`src/rtl/sprite_line_scheduler.sv`:
```
// sprite_line_scheduler: per-scanline OAM scan that builds the line sprite list.
//
// Ports:
//   clk, rst         - rising-edge clock, synchronous active-high reset
//   line_start_i     - one-cycle request to evaluate next_line_i (ignored unless idle)
//   next_line_i      - game-window Y of the line to evaluate
//   oam_rd_en_o      - OAM read strobe, one entry per cycle during the scan
//   oam_rd_addr_o    - OAM entry index
//   oam_rd_data_i    - {valid, y, x, tile}, returned the cycle after the strobe
//   list_wr_en_o     - line list write strobe
//   list_wr_addr_o   - line list slot
//   list_wr_data_o   - {x, tile, row}
//   list_count_o     - sprites written for the current line
//   overflow_o       - more than LINE_MAX sprites intersect the line
//   busy_o           - scan in progress
//   done_o           - one-cycle pulse when the list is complete
module sprite_line_scheduler #(
    parameter int SPRITE_NUM = 32,
    parameter int LINE_MAX   = 8,
    parameter int POS_BIT    = 10,
    parameter int SPRITE_H   = 16,
    parameter int TILE_BIT   = 8
) (
    input  logic                                          clk,
    input  logic                                          rst,
    input  logic                                          line_start_i,
    input  logic [POS_BIT-1:0]                            next_line_i,
    output logic                                          oam_rd_en_o,
    output logic [$clog2(SPRITE_NUM)-1:0]                 oam_rd_addr_o,
    input  logic [2*POS_BIT+TILE_BIT:0]                   oam_rd_data_i,
    output logic                                          list_wr_en_o,
    output logic [$clog2(LINE_MAX)-1:0]                   list_wr_addr_o,
    output logic [POS_BIT+TILE_BIT+$clog2(SPRITE_H)-1:0]  list_wr_data_o,
    output logic [$clog2(LINE_MAX):0]                     list_count_o,
    output logic                                          overflow_o,
    output logic                                          busy_o,
    output logic                                          done_o
);
    localparam int AW = $clog2(SPRITE_NUM);
    localparam int LW = $clog2(LINE_MAX);
    localparam int RW = $clog2(SPRITE_H);
    localparam int DW = 2 * POS_BIT + TILE_BIT + 1;
    localparam logic [AW-1:0] IDX_LAST = AW'(SPRITE_NUM - 1);
    localparam logic [LW:0]   CNT_MAX  = (LW + 1)'(LINE_MAX);

    typedef enum logic [1:0] {IDLE, SCAN, DRAIN, FIN} state_t;

    state_t             state_q, state_d;
    logic [AW-1:0]      idx_q, idx_d;
    logic [POS_BIT-1:0] line_q, line_d;
    logic [LW:0]        count_q, count_d;
    logic               ovf_q, ovf_d;
    logic               cmp_q;

    logic               valid;
    logic [POS_BIT-1:0] spr_y, spr_x;
    logic [TILE_BIT-1:0] spr_tile;
    logic [POS_BIT:0]   diff;
    logic               hit, room, wr_en;

    assign valid    = oam_rd_data_i[DW-1];
    assign spr_y    = oam_rd_data_i[DW-2 -: POS_BIT];
    assign spr_x    = oam_rd_data_i[TILE_BIT +: POS_BIT];
    assign spr_tile = oam_rd_data_i[TILE_BIT-1:0];

    // One extra bit catches line < y as a borrow instead of wrapping; with
    // SPRITE_H a power of two, all upper bits zero means 0 <= diff < SPRITE_H.
    assign diff  = {1'b0, line_q} - {1'b0, spr_y};
    assign hit   = cmp_q && valid && (diff[POS_BIT:RW] == '0);
    assign room  = count_q < CNT_MAX;
    assign wr_en = hit && room;

    assign oam_rd_en_o    = state_q == SCAN;
    assign oam_rd_addr_o  = idx_q;
    assign list_wr_en_o   = wr_en;
    assign list_wr_addr_o = wr_en ? count_q[LW-1:0] : '0;
    assign list_wr_data_o = wr_en ? {spr_x, spr_tile, diff[RW-1:0]} : '0;
    assign list_count_o   = count_q;
    assign overflow_o     = ovf_q;
    assign busy_o         = (state_q == SCAN) || (state_q == DRAIN);
    assign done_o         = state_q == FIN;

    always_comb begin
        state_d = state_q;
        idx_d   = idx_q;
        line_d  = line_q;
        count_d = count_q;
        ovf_d   = ovf_q;
        case (state_q)
            IDLE: if (line_start_i) begin
                state_d = SCAN;
                idx_d   = '0;
                line_d  = next_line_i;
                count_d = '0;
                ovf_d   = 1'b0;
            end
            SCAN: begin
                idx_d   = idx_q + AW'(1);
                state_d = (idx_q == IDX_LAST) ? DRAIN : SCAN;
            end
            DRAIN: state_d = FIN;
            default: state_d = IDLE;
        endcase
        if (wr_en) count_d = count_q + (LW + 1)'(1);
        if (hit && !room) ovf_d = 1'b1;
    end

    always_ff @(posedge clk) begin
        if (rst) begin
            state_q <= IDLE;
            idx_q   <= '0;
            line_q  <= '0;
            count_q <= '0;
            ovf_q   <= 1'b0;
            cmp_q   <= 1'b0;
        end else begin
            state_q <= state_d;
            idx_q   <= idx_d;
            line_q  <= line_d;
            count_q <= count_d;
            ovf_q   <= ovf_d;
            // read data returns one cycle after the strobe, so compare then
            cmp_q   <= state_q == SCAN;
        end
    end
endmodule

```
`config.mk`:
```
export PLATFORM = sky130hd
export DESIGN_NAME = sprite_line_scheduler
export DESIGN_NICKNAME = d
export VERILOG_FILES = /design/src/rtl/sprite_line_scheduler.sv
export SDC_FILE = /design/constraint.sdc
export NUM_CORES = 1
export LEC_CHECK = 0
export ABC_AREA = 1
export BUFFER_PORTS_ARGS = -buffer_cell sky130_fd_sc_hd__buf_2
export CORE_ASPECT_RATIO = 0.7
export CORE_UTILIZATION = 52
export CTS_CLUSTER_SIZE = 20
export DETAILED_ROUTE_END_ITERATION = 12
export GPL_TIMING_DRIVEN = 0
export PLACE_DENSITY = 0.84
export SLEW_MARGIN = 20
export SYNTH_ARGS = -nofsm -noshare
export SYNTH_HDL_FRONTEND = slang
export SYNTH_SLANG_ARGS = --single-unit
```
`constraint.sdc`:
```
create_clock -name clk -period 3.7 [get_ports clk]
set_clock_uncertainty 0.1 [all_clocks]
set_input_delay 0.185 -clock clk [delete_from_list [all_inputs] [get_ports clk]]
set_output_delay 0.185 -clock clk [all_outputs]
set_load 0.05 [all_outputs]
```
==> out/metrics.yaml, run 1 <==
timing:
  fin_tns_setup_ns: 0
  maxClockFrequency_mhz: 314.4
  rsz0062_at_grt: "no"
  post-route-min-period_ns: 3.181
  fin_ws_ns: 0.5194
  max_slew_margin_pct: 70.22
  finalSetupViolations: 0
  tightestPinTransition_ns: 0.4421
  slew_viol_final: 0
  min_period_over_period_pct: 85.96
  timing_hold_violations_final: 0
place:
  dp_hpwl_mm: 3.802
  gp_congestion: 0.8546
  place_ws_ns: 0.8551
  dp_cells: 418
  io_buffers: 79
global_routing:
  grt_pass1_wl_mm: 7.279
  antenna_found_initial: 0
  grt_pass1_vias: 1716
  grt_use_total_pct: 23.90
  overflow: 0
  grt_max_degree: 15
logic_synthesis:
  synthCells: 289
  syn_avg_cell_area_um2: 6.763
  syn-num-nets: 350
  dominantRegCellSynth: "dfxtp_1"
  synth_seq_area_share_pct: 23.56
  synth-seq-cells: 23
  synth.distinct_cells: 25
  postSynth.asyncResetShare_pct: 0
  netlist_area_um2: 1954
  yosysWarnings: 0
  synth-edff-count: 0
min_path:
  hp-class: "in -> reg"
setup_path:
  worstPathArrival_ns: 2.90
  critPathLaunchType: "flop"
  required_ns: 3.41
  cp-end-kind: "output pin"
  cp_max_fo: 10
  crit_type: "reg -> out"
cells_and_area:
  drive_above_1_share_pct: 31.18
  fill_cells: 347
  antennaDiodeCount: 0
  final_nets: 434
  final_cells: 422
  syn2layout_area_growth_pct: 25.93
route:
  ant_nets: 0
  first_iter_violations: 51
  routed_wl_mm: 4.589
  drtPass1Iterations: 4
  vias_per_cell: 4.775
  drt-wirelength-per-cell_um: 10.87
  drc: 0
  vias: 2015
cts:
  cts_setup_buffers: 0
  cts_root_buf: "clkbuf_8"
  cts_sinks: 23
  ctsResizeCount: 0
  clk_latency_ns: 0.27
  clockBufferDepth: 2
  cts_max_level: 1
  cts_hold_buffers: 0
  tritoncts: "yes"
  cts_made_buffers: 3
  cts.clk_slew.worst_paths_ns: 0.09
floorplan:
  dieArea_um2: 4011
  io-pin-count: 81
  core_area_um2: 3558
  die_x_um: 75.28
  placementRows: 18
  die_h_um: 53.29
  start_util_pct: 54.92
power:
  powerDensity_nw_per_um2: 270.7
  p_leak_nw: 1.380
  power_mw: 0.6661
  ir_drop_mv: 0.2369
run_status:
  status: "finished, final reports clean"
flow_run:
  maxCapViolations: 0
[power by group]
| part | total (mW) | switching, mW | internal, mW |
|---|---|---|---|
| Clock | 0.167 | 0.0903 | 0.0764 |
| Combinational | 0.228 | 0.149 | 0.0789 |
| Sequential | 0.272 | 0.0100 | 0.262 |
[Yosys cell counts (all sizes together) (2+ instances only)]
cell type	number	share of area [%]
o31ai	2	0.77
nand3b	3	1.2
nand3	13	4.0
nor3	4	1.0
buf	2	1.2
xor2	3	1.3
nand4	5	1.6
clkbuf	3	0.58
o21ai	15	3.8
dfxtp	23	24
ha	18	12
a21oi	15	4.2
nor2	61	20
nand2	59	12
inv	59	11
[worst max-delay path, cell delays in order (launching register included)]
cell and delay (ns):
dfxtp_1 0.32, inv_1 0.05, ha_1 0.24, fa_1 0.44
inv_1 0.08, nand3_1 0.09, nand2_2 0.12, nand2_1 0.08
nand2_1 0.06, nand2_1 0.05, nand2_1 0.10, nand2_1 0.11
nor2_4 0.15, nand3_4 0.16, buf_6 0.22, nor2_4 0.08
buf_2 0.26
[final cells by class]
cell class                 instances  area, um2  share of cell area [%]
buffer                             5      33.78                   1.373
clock buffer                       3      41.29                   1.678
clock inverter                     1      7.507                  0.3050
inverter                          60      225.2                   9.151
multi-input combinational        201       1235                   50.18
sequential                        23      460.4                   18.71
tap                               50      62.56                   2.542
timing repair buffer              79      395.4                   16.07
[per-layer routing]
metal  track usage, %  share of wire [%]  up-vias
met2            37.09                 46       46
met3            5.714                4.7        8
li1                 -                  -     1057
met5                0                  0        -
met4            7.099                1.2        0
met1            32.72                 49      904
[placed cells by master, fill, tap and decap left out]
cell type,n
a21oi_1,13
a21oi_2,2
buf_2,79
buf_6,2
clkbuf_1,3
clkbuf_8,3
clkinv_1,1
clkinvlp_4,1
dfxtp_1,23
fa_1,1
ha_1,18
inv_1,58
inv_2,1
nand2_1,56
nand2_2,3
nand3_1,12
nand3_4,1
nand3b_1,3
nand4_1,5
nor2_1,37
nor2_2,3
nor2_4,21
nor3_1,4
o21ai_0,15
o21bai_1,1
o31ai_1,2
xnor2_1,1
xor2_1,3
[per-stage QoR]
stage | cell area [um2] | utilization, % | hold slack [ns]
2_1_floorplan | 1954 | - | 0.2517
3_3_place_gp | 2412 | 67.79 | 0.3354
3_5_place_dp | 2412 | 67.79 | 0.3480
4_1_cts | 2461 | 69.16 | 0.06300
5_1_grt | 2461 | 69.16 | 0.07519
6_report | 2461 | 69.16 | 0.07061
[path summary, 6_finish.rpt]
check / startpoint / endpoint / slack, ns / cells past startpoint
hold reg to reg: line_q[0] / line_q[0] / 0.36 / 2
hold / removal: next_line_i[3] / line_q[3] / 0.07 / 3
setup / recovery: line_q[0] / list_wr_data_o[2] / 0.52 / 16
setup reg to reg: line_q[0] / list_count_o[3] / 1.25 / 16
[flip-flops by register name, summed over array words and instances (netlist names)]
signal,cells
cmp_q,1
line_q,10
list_count_o,4
oam_rd_addr_o,5
overflow_o,1
state_q,2
[logic make-up after synthesis]
kind of cell	count (synthesis)	share of synthesized area (%)
AOI/OAI and AO/OA	33	9.219
xor gates and xnor gates	4	1.793
adders and majority gates	19	12.55
buffers and inverters	65	13.25
DFF	23	23.56
and+or+nand+nor	145	39.63
No activity file was read; power rests on OpenSTA's default activity.
==> inputs of run 2 (changes only) <==
--- a/config.mk
+++ b/config.mk
@@ -5,14 +5,15 @@
 export SDC_FILE = /design/constraint.sdc
 export NUM_CORES = 1
 export LEC_CHECK = 0
-export ABC_AREA = 1
+export ABC_AREA = 0
 export BUFFER_PORTS_ARGS = -buffer_cell sky130_fd_sc_hd__buf_2
 export CORE_ASPECT_RATIO = 0.7
-export CORE_UTILIZATION = 52
+export CORE_MARGIN = 3
+export CORE_UTILIZATION = 49
 export CTS_CLUSTER_SIZE = 20
 export DETAILED_ROUTE_END_ITERATION = 12
 export GPL_TIMING_DRIVEN = 0
-export PLACE_DENSITY = 0.84
+export PLACE_DENSITY = 0.83
 export SLEW_MARGIN = 20
 export SYNTH_ARGS = -nofsm -noshare
 export SYNTH_HDL_FRONTEND = slang
==> run 2 against run 1 <==
Net effect:
- critical path depth down 3
- utilization up 1.9 points
- sequential power down 3%
- sequential share of layout area up 3.0 points
- sequential cell count unchanged
- area after synthesis down 17%
- synthesized cell count down 28%
- highest routed layer unchanged
==> out/metrics.yaml, run 2 <==
cts:
  cts_max_level: 1  # unchanged
  tritoncts: "yes"
  clk_latency_ns: 0.27  # about the same
  cts_hold_buffers: 0  # unchanged
  clockBufferDepth: 2  # unchanged
  cts.clk_slew.worst_paths_ns: 0.09  # about the same
  ctsResizeCount: 0  # unchanged
  cts_root_buf: "clkbuf_8"
  cts_made_buffers: 3  # unchanged
  cts_sinks: 23  # unchanged
  cts_setup_buffers: 0  # unchanged
global_routing:
  grt_pass1_vias: 1364  # -21%
  grt_use_total_pct: 19.67  # -4.2 points
  antenna_found_initial: 0  # unchanged
  grt_max_degree: 14  # -1
  overflow: 0  # unchanged
  grt_pass1_wl_mm: 6.092  # -16%
logic_synthesis:
  syn-num-nets: 268  # -23%
  netlist_area_um2: 1628  # -17%
  yosysTopAreaCell: "dfxtp_1"
  yosysWarnings: 0  # unchanged
  netlist_top_cells_area: "dfxtp_1, ha_1, and2_1"
  synth_top_area_share_pct: 28.29  # +4.7 points
  synth.distinct_cells: 43  # +72%
  syn_avg_cell_area_um2: 7.864  # +16%
  synth-edff-count: 0  # unchanged
  yosys-top-cells-count: "nand2_1, dfxtp_1, and2_1, ha_1, a21oi_1"
  synthCells: 207  # -28%
  synth-seq-cells: 23  # unchanged
  postSynth.asyncResetShare_pct: 0  # unchanged
  synth_most_common_cell: "nand2_1"
  dominantRegCellSynth: "dfxtp_1"
  synth_seq_area_share_pct: 28.29  # +4.7 points
place:
  placed_area_um2: 2073  # -14%
  gp_congestion: 0.7835  # -8.3%
  place_ws_ns: 0.6205  # -0.2346 ns
  dp_hpwl_mm: 3.200  # -16%
  dp_cells: 323  # -23%
  io_buffers: 80  # +1.3%
route:
  drc: 0  # unchanged
  vias_per_cell: 5.174  # +8.4%
  first_iter_violations: 59  # +16%
  vias: 1692  # -16%
  ant_nets: 0  # unchanged
  drt-wirelength-per-cell_um: 12.13  # +12%
  drtPass1Iterations: 4  # unchanged
  routed_wl_mm: 3.967  # -14%
timing:
  fin_ws_ns: 0.2950  # -0.2245 ns
  min_period_over_period_pct: 92.03  # +6.1 points
  timing_hold_violations_final: 0  # unchanged
  post-route-min-period_ns: 3.405  # +0.2245 ns
  max_slew_margin_pct: 56.98  # -13 points
  rsz0062_at_grt: "no"
  finalSetupViolations: 0  # unchanged
  tightestPinTransition_ns: 0.6385  # +0.1965 ns
  maxClockFrequency_mhz: 293.7  # -6.6%
  fin_tns_setup_ns: 0  # unchanged
  slew_viol_final: 0  # unchanged
flow_run:
  maxCapViolations: 0  # unchanged
cells_and_area:
  antennaDiodeCount: 0  # unchanged
  syn2layout_area_growth_pct: 30.21
  final_cell_mix: "buf_2, nand2_1, dfxtp_1"
  largest_register_ffs: 10  # unchanged
  final_nets: 353  # -19%
  final_common_cell: "buf_2"
  drive_above_1_share_pct: 30.24  # -0.94 points
  fin_area_um2: 2120  # -14%
  final_cells: 327  # -23%
  top_register: "line_q"
power:
  ir_drop_mv: 0.3509  # +48%
  p_leak_nw: 1.158  # -16%
  powerDensity_nw_per_um2: 268.1  # -0.96%
floorplan:
  die_x_um: 74.89  # -0.51%
  placementRows: 16  # -2
  start_util_pct: 54.57  # -0.35 points
  core_area_um2: 2983  # -16%
  dieArea_um2: 4061  # +1.2%
  die_h_um: 54.22  # +1.7%
  io-pin-count: 81  # unchanged
setup_path:
  required_ns: 3.41  # about the same
  rrSetupSlack_ns: 0.88  # -0.37 ns
  cp-end-kind: "output pin"
  critPathLaunchType: "flop"
  worstPathArrival_ns: 3.12  # +0.22 ns
  crit_type: "reg -> out"
  cp_max_fo: 10  # unchanged
run_status:
  status: "finished, final reports clean"
min_path:
  hp-class: "in -> reg"
-- run 2: cell types whose count changed after synthesis, moves of 4 or more --
cell / before / now
and2_1: 0 / 22
inv_1: 58 / 16
nand2b_1: 0 / 5
o21ai_0: 15 / 3
nor2_1: 37 / 12
nor2_4: 21 / 0
nor2b_1: 0 / 5
nand4_1: 5 / 0
nand3_1: 12 / 6
a21oi_1: 13 / 17
and3_1: 0 / 5
nand2_1: 56 / 27
-- run 2: per-layer routing --
layer / vias up / GRT usage, % / wire (um)
met3: 4 / 4.220 / 297
met2: 56 / 31.79 / 1809
met5: - / 0 / 0
li1: 874 / - / -
met1: 758 / 26.59 / 1826
met4: 0 / 5.621 / 33
-- run 2: worst max-delay path, stage by stage, from the launching register on --
cell	delay, ns
dfxtp_1	0.34
inv_1	0.05
ha_1	0.20
fa_1	0.39
nand2b_1	0.19
a21oi_1	0.15
a211o_1	0.17
a211o_1	0.14
a41oi_1	0.16
a211oi_2	0.28
buf_4	0.22
buf_4	0.17
and2_1	0.13
buf_2	0.26
-- run 2: area by class of cell --
type	count	area, um2
timing repair buffer	80	400.4
buffer	9	42.54
fill	254	863.3
tap	36	45.04
clock buffer	3	41.29
multi-input combinational	159	1065
clock inverter	1	5.005
sequential	23	460.4
inverter	16	60.06
-- run 2: path summary, 6_finish.rpt --
check	cells after the start	startpoint	end
hold / removal	3	next_line_i[9]	line_q[9]
hold reg to reg	2	line_q[9]	line_q[9]
setup reg to reg	11	line_q[0]	list_count_o[0]
setup / recovery	13	line_q[0]	list_wr_addr_o[1]
-- run 2: cells by family (layout without fill, tap and decap cells) --
family                   after synthesis  after routing  share of synthesized area, %
AO/OA/AOI/OAI                         44             44                         17.99
XOR/XNOR                               4              4                         2.153
adder cells (fa/ha/maj)               19             19                         15.07
buffers and inverters                 25            109                         6.302
flip-flops                            23             23                         28.29
multiplexers                           4              4                         2.537
AND/OR/NAND/NOR                       88             88                         27.67
-- run 2: power by group --
part,switching [mW],internal (mW),total [mW]
clock,0.0844,0.0753,0.160
sequential,0.00775,0.258,0.265
combinational,0.0836,0.0595,0.143
-- run 2: stage by stage --
step	utilization, %	hold slack, ns	power, mW
global route	71.06	0.05245	0.6051
global placement	69.51	0.3275	0.4095
CTS	71.06	0.04362	0.5708
finish	71.06	0.04303	0.5682
detailed placement	69.51	0.3328	0.4134
floorplan	-	0.2210	0.3701
==> inputs of run 3 (changes only) <==
--- a/config.mk
+++ b/config.mk
@@ -6,14 +6,15 @@
 export NUM_CORES = 1
 export LEC_CHECK = 0
 export ABC_AREA = 0
-export BUFFER_PORTS_ARGS = -buffer_cell sky130_fd_sc_hd__buf_2
+export ABC_CLOCK_PERIOD_IN_PS = 3700
 export CORE_ASPECT_RATIO = 0.7
 export CORE_MARGIN = 3
-export CORE_UTILIZATION = 49
+export CORE_UTILIZATION = 57
 export CTS_CLUSTER_SIZE = 20
 export DETAILED_ROUTE_END_ITERATION = 12
+export DONT_BUFFER_PORTS = 1
 export GPL_TIMING_DRIVEN = 0
-export PLACE_DENSITY = 0.83
+export PLACE_DENSITY = 0.7
 export SLEW_MARGIN = 20
 export SYNTH_ARGS = -nofsm -noshare
 export SYNTH_HDL_FRONTEND = slang
==> run 3 against run 2 <==
Net effect:
- first-iteration DRC count fell by 64%
- die area is 13% lower
- setup slack got worse by 0.074 ns
- routed wire length is 5.7% lower
- final cell count down 22%
- total power down 3.5%
- clock power down 5%
- sequential share of layout area grew 3.5 points
- sequential cell count unchanged
- critical path depth decreased by 2
- combinational power fell by 11%
==> out/metrics.yaml, run 3 (same netlist as run 2, synthesis figures left out) <==
cells_and_area:
  fill_cells: 214  # -16%
  final_cell_mix: "nand2_1, dfxtp_1, and2_1, ha_1, a21oi_1"
  antennaDiodeCount: 0  # unchanged
  fin_area_um2: 1826  # -14%
  multiInputGateArea_um2: 1075  # +0.94%
  seq_area_um2: 460.4  # unchanged
  final_nets: 283  # -20%
  final_common_cell: "nand2_1"
  drive_above_1_share_pct: 5.882  # -24 points
  largest_register_ffs: 10  # unchanged
  syn2layout_area_growth_pct: 12.14
  top_register: "line_q"
cts:
  clk_latency_ns: 0.26  # about the same
  cts.clk_slew.worst_paths_ns: 0.08  # about the same
  tritoncts: "yes"
  cts_max_level: 1  # unchanged
  cts_sinks: 23  # unchanged
  cts_setup_buffers: 0  # unchanged
  cts_made_buffers: 3  # unchanged
  clockBufferDepth: 2  # unchanged
  cts_root_buf: "clkbuf_8"
flow_run:
  maxCapViolations: 0  # unchanged
route:
  vias_per_cell: 5.659  # +9.4%
  routed_wl_mm: 3.742  # -5.7%
  drtPass1Iterations: 4  # unchanged
  ant_nets: 0  # unchanged
  drc: 0  # unchanged
  vias: 1443  # -15%
  drt-wirelength-per-cell_um: 14.67  # +21%
  first_iter_violations: 21  # -64%
power:
  p_leak_nw: 0.8221  # -29%
  powerDensity_nw_per_um2: 300.4  # +12%
  ir_drop_mv: 0.3801  # +8.3%
  power_mw: 0.5483  # -3.5%
min_path:
  hp-start: "rst"
  min_path_cells: 2  # -1
  min_to: "list_count_o[3]"
  hp-class: "in -> reg"
setup_path:
  r2r.worst_path.cells: 11  # unchanged
  rr_startpoint: "line_q[0]"
  required_ns: 3.41  # about the same
  cp_max_fo: 10  # unchanged
  worstPathArrival_ns: 3.19  # +0.07 ns
  cp-end-kind: "output pin"
  critPathLaunchType: "flop"
  reg2reg_to: "list_count_o[0]"
  crit_type: "reg -> out"
  rrSetupSlack_ns: 0.89  # about the same
timing:
  post-route-min-period_ns: 3.479  # +0.07400 ns
  slew_viol_final: 0  # unchanged
  min_period_over_period_pct: 94.03  # +2.0 points
  finalSetupViolations: 0  # unchanged
  rsz0062_at_grt: "yes"
  timing_hold_violations_final: 0  # unchanged
  tightestPinTransition_ns: 0.6432  # +0.004667 ns
  max_slew_margin_pct: 57.06  # +0.080 points
  maxClockFrequency_mhz: 287.4  # -2.1%
floorplan:
  start_util_pct: 62.85  # +8.3 points
  dieArea_um2: 3543  # -13%
  io-pin-count: 81  # unchanged
  die_x_um: 69.87  # -6.7%
  placementRows: 15  # -1
  core_area_um2: 2590  # -13%
  die_h_um: 50.71  # -6.5%
place:
  io_buffers: 0  # -100%
  placed_area_um2: 1670  # -19%
  dp_hpwl_mm: 3.015  # -5.8%
  gp_congestion: 0.7828  # about the same
global_routing:
  grt_use_total_pct: 21.38  # +1.7 points
  overflow: 0  # unchanged
  antenna_found_initial: 0  # unchanged
  grt_pass1_vias: 1398  # +2.5%
  grt_max_degree: 13  # -1
  grt_pass1_wl_mm: 6.189  # +1.6%
run_status:
  status: "finished, final reports clean"
==> run 3: cell count changes in the layout (fill, tap and decap cells not counted) <==
cell	before	now
dlygate4sd3_1	0	10
and2_1	22	18
nor2b_2	0	2
clkinv_2	1	0
and2_2	0	4
clkbuf_1	5	6
buf_2	81	1
nor2b_1	5	3
==> run 3: per-stage QoR <==
step	setup WS [ns]	instances	hold WS [ns]	util, %	setup TNS, ns
floorplan	0.6389	207	0.2210	-	0
global placement	0.4399	241	0.2241	64.49	0
detailed placement	0.3943	241	0.2311	64.49	0
CTS	0.1007	255	0.06386	70.10	0
global route	-0.02165	255	0.06536	70.48	-0.09409
finish	0.2210	255	0.06632	70.48	0
==> run 3: area by class of cell <==
class | count | share of cell area, %
sequential | 23 | 25.22
timing repair buffer | 10 | 5.483
multi-input combinational | 159 | 58.88
inverter | 16 | 3.290
buffer | 9 | 2.330
tap | 34 | 2.330
clock buffer | 4 | 2.467
==> run 3: how the worst max path moves through the flow <==
stage                    from                  to  slack, ns  cells past startpoint
global placement    line_q[0]   list_wr_data_o[0]       0.44                     11
global route        line_q[0]  list_wr_data_o[20]      -0.02                     11
floorplan           line_q[0]   list_wr_data_o[0]       0.64                     11
finish              line_q[0]  list_wr_data_o[17]       0.22                     11
CTS                 line_q[0]   list_wr_data_o[0]       0.10                     11
detailed placement  line_q[0]   list_wr_data_o[0]       0.39                     11
==> run 3: critical path, stage by stage (launching register included) <==
cell and delay, ns:
dfxtp_1 0.33, inv_1 0.04, ha_1 0.20, fa_1 0.39, nand2b_1 0.19, a21oi_1 0.15
a211o_1 0.17, a211o_1 0.14, a41oi_1 0.16, a211oi_2 0.27, buf_2 0.37, and2_1 0.50
==> run 3: where the power goes <==
group | leakage, nW | internal, mW | switching [mW]
Combinational | 0.612 | 0.0512 | 0.0755
Clock | 0.0228 | 0.0767 | 0.0752
Sequential | 0.187 | 0.258 | 0.0121
Total | 0.822 | 0.386 | 0.163
==> run 3: metal layers <==
layer | share of wire (%) | vias to the layer above | GRT usage [%]
met2 | 48 | 68 | 39.97
met1 | 43 | 636 | 24.28
met3 | 8.4 | 4 | 7.000
met4 | 0.51 | 0 | 3.185
li1 | - | 735 | -
met5 | 0 | - | 0
==> run 3: timing repair <==
action / CTS / global route
setup endpoints to repair: 0 / 11
hold buffers: 10 / 0
hold endpoints to repair: 10 / 0
gates resized for setup: 0 / 6
